**config.mk**
```make
export PLATFORM = sky130hd
export DESIGN_NAME = lfsr_prbs_sync_check
export DESIGN_NICKNAME = d
export VERILOG_FILES = /design/src/rtl/lfsr_prbs_pkg.sv /design/src/rtl/lfsr_prbs_step.sv /design/src/rtl/lfsr_prbs_sync_check.sv
export SDC_FILE = /design/constraint.sdc
export NUM_CORES = 1
export LEC_CHECK = 0
export BUFFER_PORTS_ARGS = -buffer_cell sky130_fd_sc_hd__buf_4
export CAP_MARGIN = 40
export CORE_ASPECT_RATIO = 0.5
export CORE_MARGIN = 3
export CORE_UTILIZATION = 65
export CTS_BUF_LIST = sky130_fd_sc_hd__clkbuf_8
export CTS_CLUSTER_DIAMETER = 150
export DETAILED_ROUTE_END_ITERATION = 10
export HOLD_SLACK_MARGIN = 0.06
export PLACE_DENSITY_LB_ADDON = 0.12
export SLEW_MARGIN = 15
export SYNTH_ARGS = -nofsm -noshare
export SYNTH_HDL_FRONTEND = slang
export SYNTH_HIERARCHICAL = 1
export SYNTH_SLANG_ARGS = --single-unit
```
**constraint.sdc**
```tcl
create_clock -name clk -period 15.2 [get_ports clk]
set_input_delay 3.04 -clock clk [delete_from_list [all_inputs] [get_ports clk]]
set_output_delay 3.04 -clock clk [all_outputs]
set_load 0.05 [all_outputs]
```
**src/rtl/lfsr_prbs_pkg.sv**
```systemverilog
// Shared types and constants for the PRBS checker slice.
// State encoding, PRBS31 defaults and the popcount width helper.
package lfsr_prbs_pkg;

  localparam logic [0:0] HUNT   = 1'b0;
  localparam logic [0:0] LOCKED = 1'b1;

  localparam int              PRBS31_WIDTH = 31;
  localparam logic [30:0]     PRBS31_POLY  = 31'h10000001;

  function automatic int pc_width(input int dw);
    return $clog2(dw + 1);
  endfunction

endpackage

```
**src/rtl/lfsr_prbs_step.sv**
```systemverilog
// Combinational N-bit Fibonacci LFSR stepper, one word per call.
// SELF_SYNC=1 shifts in the fed bits; 0 shifts in its own prediction.
module lfsr_prbs_step
  import lfsr_prbs_pkg::*;
#(
  parameter int              W         = PRBS31_WIDTH,
  parameter logic [W-1:0]    POLY      = PRBS31_POLY,
  parameter int              DW        = 8,
  parameter bit              REVERSE   = 1'b0,
  parameter bit              SELF_SYNC = 1'b1
) (
  input  logic [W-1:0]  state,
  input  logic [DW-1:0] feed,
  output logic [W-1:0]  next_state,
  output logic [DW-1:0] pred
);

  // state[0] is the newest bit; POLY bit k taps the bit W-k steps back
  function automatic logic [W-1:0] tap_mask();
    logic [W-1:0] m;
    for (int j = 0; j < W; j++) m[j] = POLY[W-1-j];
    return m;
  endfunction

  localparam logic [W-1:0] TAPS = tap_mask();

  always_comb begin
    logic [W-1:0] st;
    logic         b;
    int           idx;
    st   = state;
    pred = '0;
    b    = 1'b0;
    idx  = 0;
    for (int t = 0; t < DW; t++) begin
      idx       = REVERSE ? t : DW - 1 - t;
      b         = ^(st & TAPS);
      pred[idx] = b;
      st        = {st[W-2:0], SELF_SYNC ? feed[idx] : b};
    end
    next_state = st;
  end

endmodule

```
**src/rtl/lfsr_prbs_sync_check.sv**
```systemverilog
// Self-synchronising PRBS checker with lock FSM and saturating BER counter.
// Optional word counter output: LFSR_PRBS_SYNC_CHECK_WORD_COUNT_EN.
module lfsr_prbs_sync_check
  import lfsr_prbs_pkg::*;
#(
  parameter int                   LFSR_WIDTH   = 31,
  parameter logic [LFSR_WIDTH-1:0] LFSR_POLY   = 31'h10000001,
  parameter                       LFSR_CONFIG  = "FIBONACCI",
  parameter bit                   REVERSE      = 1'b0,
  parameter bit                   INVERT       = 1'b1,
  parameter int                   DATA_WIDTH   = 8,
  parameter int                   LOCK_COUNT   = 8,
  parameter int                   UNLOCK_COUNT = 4,
  parameter int                   COUNT_WIDTH  = 32
) (
  input  logic                   clk,
  input  logic                   rst,
  input  logic [DATA_WIDTH-1:0]  data_in,
  input  logic                   data_in_valid,
  input  logic                   err_clear,
  output logic [DATA_WIDTH-1:0]  err_out,
  output logic                   err_out_valid,
  output logic                   locked,
  output logic [COUNT_WIDTH-1:0] err_count,
`ifdef LFSR_PRBS_SYNC_CHECK_WORD_COUNT_EN
  output logic [COUNT_WIDTH-1:0] word_count,
`endif
  output logic                   err_count_sat
);

  if (LFSR_CONFIG != "FIBONACCI") begin : g_bad_cfg
    $error("lfsr_prbs_sync_check: only FIBONACCI is supported");
  end

  localparam int           PW      = pc_width(DATA_WIDTH);
  localparam logic [7:0]   LOCK_N  = 8'(LOCK_COUNT);
  localparam logic [7:0]   UNLK_N  = 8'(UNLOCK_COUNT);

  logic [0:0]            state;
  logic [7:0]            run;
  logic [LFSR_WIDTH-1:0] hist;
  logic [LFSR_WIDTH-1:0] hist_nx;
  logic [LFSR_WIDTH-1:0] lfsr;
  logic [LFSR_WIDTH-1:0] lfsr_nx;
  logic [DATA_WIDTH-1:0] rx;
  logic [DATA_WIDTH-1:0] hist_pred;
  logic [DATA_WIDTH-1:0] free_pred;
  logic [DATA_WIDTH-1:0] mask;
  logic [PW-1:0]         pc;
  logic                  clean;
  logic                  acc;
  logic [COUNT_WIDTH:0]  sum;
  logic [COUNT_WIDTH-1:0] cnt_nx;

  assign rx = INVERT ? ~data_in : data_in;

  lfsr_prbs_step #(
    .W(LFSR_WIDTH), .POLY(LFSR_POLY), .DW(DATA_WIDTH),
    .REVERSE(REVERSE), .SELF_SYNC(1'b1)
  ) u_hist (
    .state(hist), .feed(rx),
    .next_state(hist_nx), .pred(hist_pred)
  );

  lfsr_prbs_step #(
    .W(LFSR_WIDTH), .POLY(LFSR_POLY), .DW(DATA_WIDTH),
    .REVERSE(REVERSE), .SELF_SYNC(1'b0)
  ) u_free (
    .state(lfsr), .feed('0),
    .next_state(lfsr_nx), .pred(free_pred)
  );

  assign mask  = rx ^ ((state == LOCKED) ? free_pred : hist_pred);
  assign clean = (mask == '0);
  assign acc   = data_in_valid && (state == LOCKED);

  always_comb begin
    pc = '0;
    for (int i = 0; i < DATA_WIDTH; i++) pc = pc + PW'(mask[i]);
  end

  // Clear and accumulate in one cycle leaves just this word's bits
  always_comb begin
    sum = (err_clear ? '0 : {1'b0, err_count})
        + (COUNT_WIDTH + 1)'(pc);
    if (acc)
      cnt_nx = sum[COUNT_WIDTH] ? '1 : sum[COUNT_WIDTH-1:0];
    else
      cnt_nx = err_clear ? '0 : err_count;
  end

  assign locked = (state == LOCKED);

  always_ff @(posedge clk) begin
    if (rst) begin
      state         <= HUNT;
      run           <= '0;
      hist          <= '1;
      lfsr          <= '1;
      err_out       <= '0;
      err_out_valid <= 1'b0;
      err_count     <= '0;
      err_count_sat <= 1'b0;
    end else begin
      err_out_valid <= data_in_valid;
      err_count     <= cnt_nx;
      err_count_sat <= &cnt_nx;
      if (data_in_valid) begin
        err_out <= mask;
        hist    <= hist_nx;
        if (state == LOCKED) lfsr <= lfsr_nx;
        unique case (state)
          HUNT: begin
            if (!clean) begin
              run <= '0;
            end else if (run + 8'd1 == LOCK_N) begin
              state <= LOCKED;
              lfsr  <= hist_nx;
              run   <= '0;
            end else begin
              run <= run + 8'd1;
            end
          end
          LOCKED: begin
            if (clean) begin
              run <= '0;
            end else if (run + 8'd1 == UNLK_N) begin
              state <= HUNT;
              run   <= '0;
            end else begin
              run <= run + 8'd1;
            end
          end
          default: ;
        endcase
      end
    end
  end

`ifdef LFSR_PRBS_SYNC_CHECK_WORD_COUNT_EN
  always_ff @(posedge clk) begin
    if (rst) begin
      word_count <= '0;
    end else if (acc) begin
      if (err_clear)
        word_count <= COUNT_WIDTH'(1);
      else if (word_count != '1)
        word_count <= word_count + COUNT_WIDTH'(1);
    end else if (err_clear) begin
      word_count <= '0;
    end
  end
`endif

endmodule

```
Word level (Yosys, flattened, before mapping)
Index checks and enable logic that the tools add are counted.

Bits in writable memories: 0. Bits of input ports: 12. Output and inout bits: 43. Bits in read-only memories: 0. Bits in latches: 0. Register bits after elaboration: 113. Memories kept: 0.

$mul: 0. Reduce and logical (&&, ||, !) cells: 19. $lt $le $gt $ge: 0. Add/sub/neg operators: 9. Div/mod/pow operators: 0. Mux-type cells: 19. Shift-type cells: 0. Bitwise logic cells: 3. Equal/unequal tests: 2.

Operator list (count): 31-bit parity (16); 32-bit two-way mux (4); 31-bit two-way mux (4); 8-bit two-way mux (5); 32-bit by 4-bit adder with 33-bit output (1); 32-bit AND reduction (1); 4-bit by 1-bit adder with 4-bit output (4); 8-bit one-hot mux with 2 select lines (1); 8-bit by 1-bit adder with 8-bit output, second input constant (1); 8-bit by 3-bit == test with 1-bit output, second input constant (1); 8-bit by 4-bit == test with 1-bit output, second input constant (1); 8-bit logical NOT (1); 8-bit NOT (1); 8-bit bitwise XOR (1); 3-bit by 1-bit adder with 4-bit output (1); 1-bit two-way mux (4); 2-bit by 1-bit adder with 3-bit output (1); 1-bit by 1-bit adder with 2-bit output (1); 1-bit one-hot mux with 2 select lines (1); 1-bit logical AND (1); 1-bit NOT (1).

Longest topological paths before layout
Gate-level depths: netlist of run 1.

Depth after elaboration: 16. Depth in mapped cells: 20. Gate-level depth less buffers: 18.

By module
Netlist of run 1, hierarchy kept.

Modules (own cells, without submodules): lfsr_prbs_sync_check (area an instance 5534.1 sq um, cells each 608, sequential area each 2262.2 sq um, times used 1); lfsr_prbs_step (u_free) (area an instance 335.3 sq um, cells each 41, sequential area each 0.0 sq um, times used 1); lfsr_prbs_step (u_hist) (area an instance 302.8 sq um, cells each 39, sequential area each 0.0 sq um, times used 1).

Least setup slack after synthesis of run 1
Ideal clock, no wire load.

Kind: input to register. Start: input data_in[3]. End: register err_count_sat. Stages: 19. Data arrival time: 7.856 ns. Slack: 7.241 ns. Data required time: 15.097 ns. Library setup time: 0.103 ns. Cell sequence: inv_1 xor2_1 mux2i_1 xnor2_1 fa_1 fa_1 fa_1 fa_1 inv_1 fa_1 a21o_1 a21o_2 buf_6 and4_4 nand3_2 xor2_1 or4_1 or4_1 a2111oi_2.

Word-level cells in the longest chain between the ends: 15.

RTL lines: start, declared (RTL line lfsr_prbs_sync_check.sv:18) `input logic [DATA_WIDTH-1:0] data_in,`; 8-bit NOT (RTL line lfsr_prbs_sync_check.sv:55) `assign rx = INVERT ? ~data_in : data_in;`; 31-bit parity (RTL line lfsr_prbs_step.sv:37) `b = ^(st & TAPS);`; named net hist_pred[0] (RTL line lfsr_prbs_sync_check.sv:46) `logic [DATA_WIDTH-1:0] hist_pred;`; 8-bit two-way mux (RTL line lfsr_prbs_sync_check.sv:73) `assign mask = rx ^ ((state == LOCKED) ? free_pred : hist_pred);`; 8-bit bitwise XOR (RTL line lfsr_prbs_sync_check.sv:73); 1-bit by 1-bit adder with 2-bit output (RTL line lfsr_prbs_sync_check.sv:79) `for (int i = 0; i < DATA_WIDTH; i++) pc = pc + PW'(mask[i]);`; 2-bit by 1-bit adder with 3-bit output (RTL line lfsr_prbs_sync_check.sv:79); 3-bit by 1-bit adder with 4-bit output (RTL line lfsr_prbs_sync_check.sv:79); 4-bit by 1-bit adder with 4-bit output (4 in a row) (RTL line lfsr_prbs_sync_check.sv:79); 32-bit by 4-bit adder with 33-bit output (RTL line lfsr_prbs_sync_check.sv:85) `+ (COUNT_WIDTH + 1)'(pc);`; 32-bit two-way mux (RTL line lfsr_prbs_sync_check.sv:87) `cnt_nx = sum[COUNT_WIDTH] ? '1 : sum[COUNT_WIDTH-1:0];`; 32-bit two-way mux (RTL line lfsr_prbs_sync_check.sv:86) `if (acc)`; 32-bit AND reduction (RTL line lfsr_prbs_sync_check.sv:107) `err_count_sat <= &cnt_nx;`; end signal, assigned (RTL line lfsr_prbs_sync_check.sv:107); end, declared (RTL line lfsr_prbs_sync_check.sv:28) `output logic err_count_sat`.

The timed path passes the listed nets, and every way through them passes these cells. A chain may end at the register's enable or synchronous reset.

Worst setup path after layout of run 1
Start: input data_in[6]. End: register err_count_sat.

Word-level cells in the longest chain between the ends: 13.

RTL lines: 8-bit NOT (RTL line lfsr_prbs_sync_check.sv:55); named net rx[6] (RTL line lfsr_prbs_sync_check.sv:45) `logic [DATA_WIDTH-1:0] rx;`; 31-bit parity (RTL line lfsr_prbs_step.sv:37); named net hist_pred[3] (RTL line lfsr_prbs_sync_check.sv:46); 8-bit two-way mux (RTL line lfsr_prbs_sync_check.sv:73); 8-bit bitwise XOR (RTL line lfsr_prbs_sync_check.sv:73); 3-bit by 1-bit adder with 4-bit output (RTL line lfsr_prbs_sync_check.sv:79); 4-bit by 1-bit adder with 4-bit output (4 in a row) (RTL line lfsr_prbs_sync_check.sv:79); 32-bit by 4-bit adder with 33-bit output (RTL line lfsr_prbs_sync_check.sv:85); 32-bit two-way mux (RTL line lfsr_prbs_sync_check.sv:87); 32-bit two-way mux (RTL line lfsr_prbs_sync_check.sv:86); 32-bit AND reduction (RTL line lfsr_prbs_sync_check.sv:107).

The timed path passes the listed nets, and every way through them passes these cells.

==> run metrics, run 1 <==
cell internal pwr 0.5048 mW; Die Y ~75 um; LEAKAGE about 2.5 nW; Clk Latency, worst-skew pair between 0.4 and 0.5 ns; Pwr Density 106.7 nW/um2; clock tree root driver cell clkbuf_8; most common cell after layout, fill and taps aside dfxtp_1; layout cells sized above 1 0.1699; Worst setup EP type flop; cts repair resizes 0; post-layout min period about 8.3 ns; Fin. Hold Viols 0; cells after synthesis approximately 700; row cnt 24; Worst Path Required 15.53 ns; first-pass GRT wire length 21,760 um; routed vias 4,798; nets@finish a little under 700; Slew headroom 0.4110; Hold Buf Count CTS 0; detailed placement HPWL 8850 um; period utilization 0.5433; crit-path max FO 22; Fin Clk Skew roughly 0.012 ns; Tot GR Track Use 0.2543; NetSw approximately 0.19 mW; CP startpoint kind primary input; vias in the first global route approximately 4,300; Reg2Reg Setup Slack 8.95 ns; # Max-Cap Violations 0; number of CTS-inserted buffers 17; grt ovf 0; drt initial violations 437; I/O Buffers 54; P&R area growth vs syn 5.882%; GP Congestion 0.9114; net count after synthesis roughly 710; post-route ant nets 0; post-layout util 0.7274; status completed; Cells after DPL roughly 760; initial antenna violation count 0; pre-CTS WS about 6.5 ns; Tightest Pin Transition between 0.8 and 0.9 ns; Placed Area a little over 6000 um2; post-synthesis cell area around 6200 um2; Core Footprint between 8000 and 9000 um2; Critical Path AT around 8.6 ns; Final Non-Filler Cells just under 800; Logic pwr share 0.132; clk sink count ~110; TritonCTS clock tree built; largest net degree at the start of global routing 90; synthesized area per cell 8.979 um2; die area 10,770 um2; Initial Util 0.6870; Antenna Cells 0; Via density around 6.1; fmax 121.1 MHz; critical path class in -> reg; setup TNS 0 ns; Pre-Repair DR Iteration Count 5; final WL around 13,000 um; Ports between 50 and 60; unrepaired setup endpoints after global routing no; Clk pin slew, worst setup/hold paths 0.08 ns; drt wl/cell between 15 and 20 um; Design Area, Final about 6500 um2; Final setup viols 0; Flop pwr share 0.444; Max clock buf depth 2; worst min-delay path class reg -> reg; postcts setup bufs 0; die width roughly 140 um; DRC violations left 0; Clock Power Share 0.424; max-slew violation count 0; Worst VDD drop around 0.000065 V; Synthesis Warnings 6; most frequent cells in the layout 113 x dfxtp_1, 56 x buf_4, 51 x nor2_1; H-tree depth 4; PnR worst setup slack 6.941 ns; switch share 0.2759
-- path summary, 6_finish.rpt --
check,startpoint,endpoint,cells after the start
setup / recovery,data_in[6],err_count_sat,19
setup reg to reg,lfsr[2],err_count_sat,18
hold / removal,err_out[3],err_out[3],2
hold reg to reg,err_out[3],err_out[3],2
-- layout make-up --
| type | count | area (um2) |
|---|---|---|
| Tap cell | 117 | 146.4 |
| Clock inverter | 15 | 182.7 |
| Clock buffer | 17 | 234.0 |
| Fill cell | 677 | 2447 |
| Inverter | 18 | 67.56 |
| Timing Repair Buffer | 58 | 462.9 |
| Sequential cell | 113 | 2262 |
| Multi-Input combinational cell | 450 | 3176 |
-- power by group through the flow --
stage	registers (mW)	clock network [mW]	logic (mW)
detailed placement	0.316	0	0.0932
global placement	0.316	0	0.0883
finish	0.309	0.296	0.0923
CTS	0.309	0.300	0.0931
global route	0.310	0.314	0.103
floorplan	0.321	0	0.0711
-- stage by stage --
stage               power, mW  hold WS (ns)
finish                 0.6971        0.4881
global route           0.7273        0.5013
CTS                    0.7027        0.4916
detailed placement     0.4091        0.4739
global placement       0.4041        0.4693
floorplan              0.3919        0.4669
-- registers in the layout, summed over array words and instances, names as in the netlist --
name and cells:
run 8, lfsr 31, err_out_valid 1, hist 31
err_count 32, locked 1, err_out 8, err_count_sat 1
-- critical path, stage by stage --
cell and delay [ns]:
buf_4 0.12, inv_1 0.10, xor2_1 0.17, mux2i_1 0.11, xnor2_1 0.29, fa_1 0.49
fa_1 0.53, fa_1 0.43, fa_1 0.40, inv_1 0.08, fa_1 0.22, a21o_1 0.17
a21o_2 0.25, and4_4 0.28, nand2_1 0.48, inv_1 0.40, a21oi_1 0.10, or4_2 0.65
a2111oi_2 0.27
-- layer usage --
metal	global-route usage	vias up	wire, um	part of all wire
met4	0.07307	0	159	0.012
li1	-	2323	-	-
met5	0	-	0	0
met2	0.3968	175	6097	0.46
met1	0.3489	2281	6271	0.47
met3	0.07487	19	816	0.061
(Power assumes the default switching activity.)
==> run 2, diff against run 1 <==
--- a/config.mk
+++ b/config.mk
@@ -9,7 +9,7 @@
 export CAP_MARGIN = 40
 export CORE_ASPECT_RATIO = 0.5
 export CORE_MARGIN = 3
-export CORE_UTILIZATION = 65
+export CORE_UTILIZATION = 62
 export CTS_BUF_LIST = sky130_fd_sc_hd__clkbuf_8
 export CTS_CLUSTER_DIAMETER = 150
 export DETAILED_ROUTE_END_ITERATION = 10
==> constraint.sdc (replaced) <==
create_clock -name clk -period 8.59 [get_ports clk]
set_input_delay 1.718 -clock clk [delete_from_list [all_inputs] [get_ports clk]]
set_output_delay 1.718 -clock clk [all_outputs]
set_load 0.05 [all_outputs]
==> run 2 against run 1 <==
  * Count of clock-buffer cells in the layout unchanged
  * Global-route usage fell by 1.0 points
  * Die area rose by 4.5%
  * Sequential power is 77% higher
  * Power is 72% higher
  * Sequential share of layout area fell by 0.16 points
  * Critical endpoint unchanged
  * Via count shrank 0.75%
  * Design area increased by 0.46%
  * Utilization is 4.2 points lower
==> run metrics, run 2 (synthesis gave the netlist of run 1 again) <==
status completed; routed vias around 4,800; Clock Power Share 0.408; LEAKAGE approximately 2.5 nW; I/O Buffers 54; CP startpoint kind primary input; Max clock buf depth 2; # Max-Cap Violations 0; crit-path max FO 10; worst min-delay path class reg -> reg; initial antenna violation count 0; number of CTS-inserted buffers 17; H-tree depth 4; Fin. Hold Viols 0; Hold Buf Count CTS 0; Clk pin slew, worst setup/hold paths 0.08 ns; fillcell total ~810; hold depth 2; Flop pwr share 0.455; Cells after DPL just under 800; post-layout min period around 6.6 ns; Ports 55; most common cell after layout, fill and taps aside dfxtp_1; Worst VDD drop roughly 0.00014 V; Clk Latency, worst-skew pair roughly 0.44 ns; Initial Util 0.6444; detailed placement HPWL approximately 8800 um; P&R area growth vs syn 6.369%; Slew headroom 0.4159; Tot GR Track Use 0.2439; unrepaired setup endpoints after global routing no; Final Non-Filler Cells 808; die width 147.1 um; postcts setup bufs 0; Worst Path Required between 8 and 9 ns; switch share 0.2984; drt wl/cell ~17 um; grt ovf 0; Pre-Repair DR Iteration Count 5; Tightest Pin Transition approximately 0.88 ns; Via density approximately 5.9; Critical Path AT 6.93 ns; critical path class in -> reg; period utilization 0.7675; Pwr Density roughly 180 nW/um2; DRC violations left 0; post-route ant nets 0; cts repair resizes 0; clock tree root driver cell clkbuf_8; worst reg2reg path depth 18; cell internal pwr roughly 0.84 mW; GP Congestion 0.8667; drt initial violations slightly below 400; row cnt 25; Core Footprint roughly 9600 um2; NetSw between 0.3 and 0.4 mW; layout cells sized above 1 0.1724; Final setup viols 0; final WL between 10,000 and 15,000 um; biggest regs err_count: 32 flops, hist: 31 flops, lfsr: 31 flops; clk sink count between 100 and 150; max-slew violation count 0; nets@finish between 600 and 700; first-pass GRT wire length between 20,000 and 25,000 um; fmax approximately 150 MHz; total power 1.200 mW; worst hold slack between 0.4 and 0.5 ns; setup TNS 0 ns; TritonCTS clock tree built; largest register by flop count err_count; Largest register FFs 32; Logic pwr share 0.136; Fin Clk Skew 0.01093 ns; largest net degree at the start of global routing 90; Worst setup EP type flop; die area between 10,000 and 15,000 um2; Die Y between 70 and 80 um; most frequent cells in the layout 113 x dfxtp_1, 57 x buf_4, 51 x nor2_1; Antenna Cells 0; vias in the first global route 4,399
==> run 2: cell count changes in the layout (fill, tap and decap cells not counted), sizes merged <==
cell / delta
buf: +2
inv: +2
bufinv: -2
clkinvlp: -2
clkinv: +2
==> run 2: metal layers <==
layer,up-vias,share of wire,track usage
met5,-,0,0
met4,0,0.014,0.08178
met3,18,0.057,0.06417
met2,129,0.45,0.3743
met1,2287,0.48,0.3353
li1,2328,-,-
==> run 2: power by group through the flow <==
stage	combinational, mW	clock (mW)	sequential (mW)
after floorplan	0.126	0	0.568
after global placement	0.157	0	0.559
after detailed placement	0.164	0	0.559
after CTS	0.164	0.497	0.547
after global routing	0.185	0.523	0.548
final	0.164	0.490	0.547
==> run 2: worst paths after layout <==
kind | start | to | slack (ns)
min reg2reg | err_out[6] | err_out[6] | 0.49
min | err_out[6] | err_out[6] | 0.49
max reg2reg | lfsr[2] | err_count_sat | 2.68
max | data_in[3] | err_count_sat | 2.00
==> run 2: through the flow <==
step           utilization  area [um2]  setup WS [ns]
3_5_place_dp        0.6420        6145          1.569
4_1_cts             0.6826        6534          2.031
3_3_place_gp        0.6375        6102          1.639
6_report            0.6855        6561          1.997
5_1_grt             0.6855        6561          1.690
2_1_floorplan            -        6168          1.953
==> run 2: layout make-up <==
cell class | count | area [um2] | area share
Clock buffer | 17 | 234.0 | 0.03566
Clock inverter | 15 | 155.1 | 0.02365
Inverter | 18 | 67.56 | 0.01030
Multi-Input combinational cell | 450 | 3176 | 0.4840
Sequential cell | 113 | 2262 | 0.3448
Tap cell | 135 | 168.9 | 0.02574
Timing Repair Buffer | 60 | 498.0 | 0.07590
==> run 2: worst max-delay path, cell delays in order <==
cell and delay [ns]:
buf_4 0.12, inv_1 0.10, xor2_1 0.18, mux2i_1 0.11, xnor2_1 0.32, fa_1 0.48, fa_1 0.53, fa_1 0.42
fa_1 0.39, inv_1 0.08, fa_1 0.21, a21o_1 0.17, a21o_2 0.24, and4_4 0.27, nand3_2 0.08, xor2_1 0.16
or4_1 0.51, or4_1 0.50, a2111oi_2 0.35
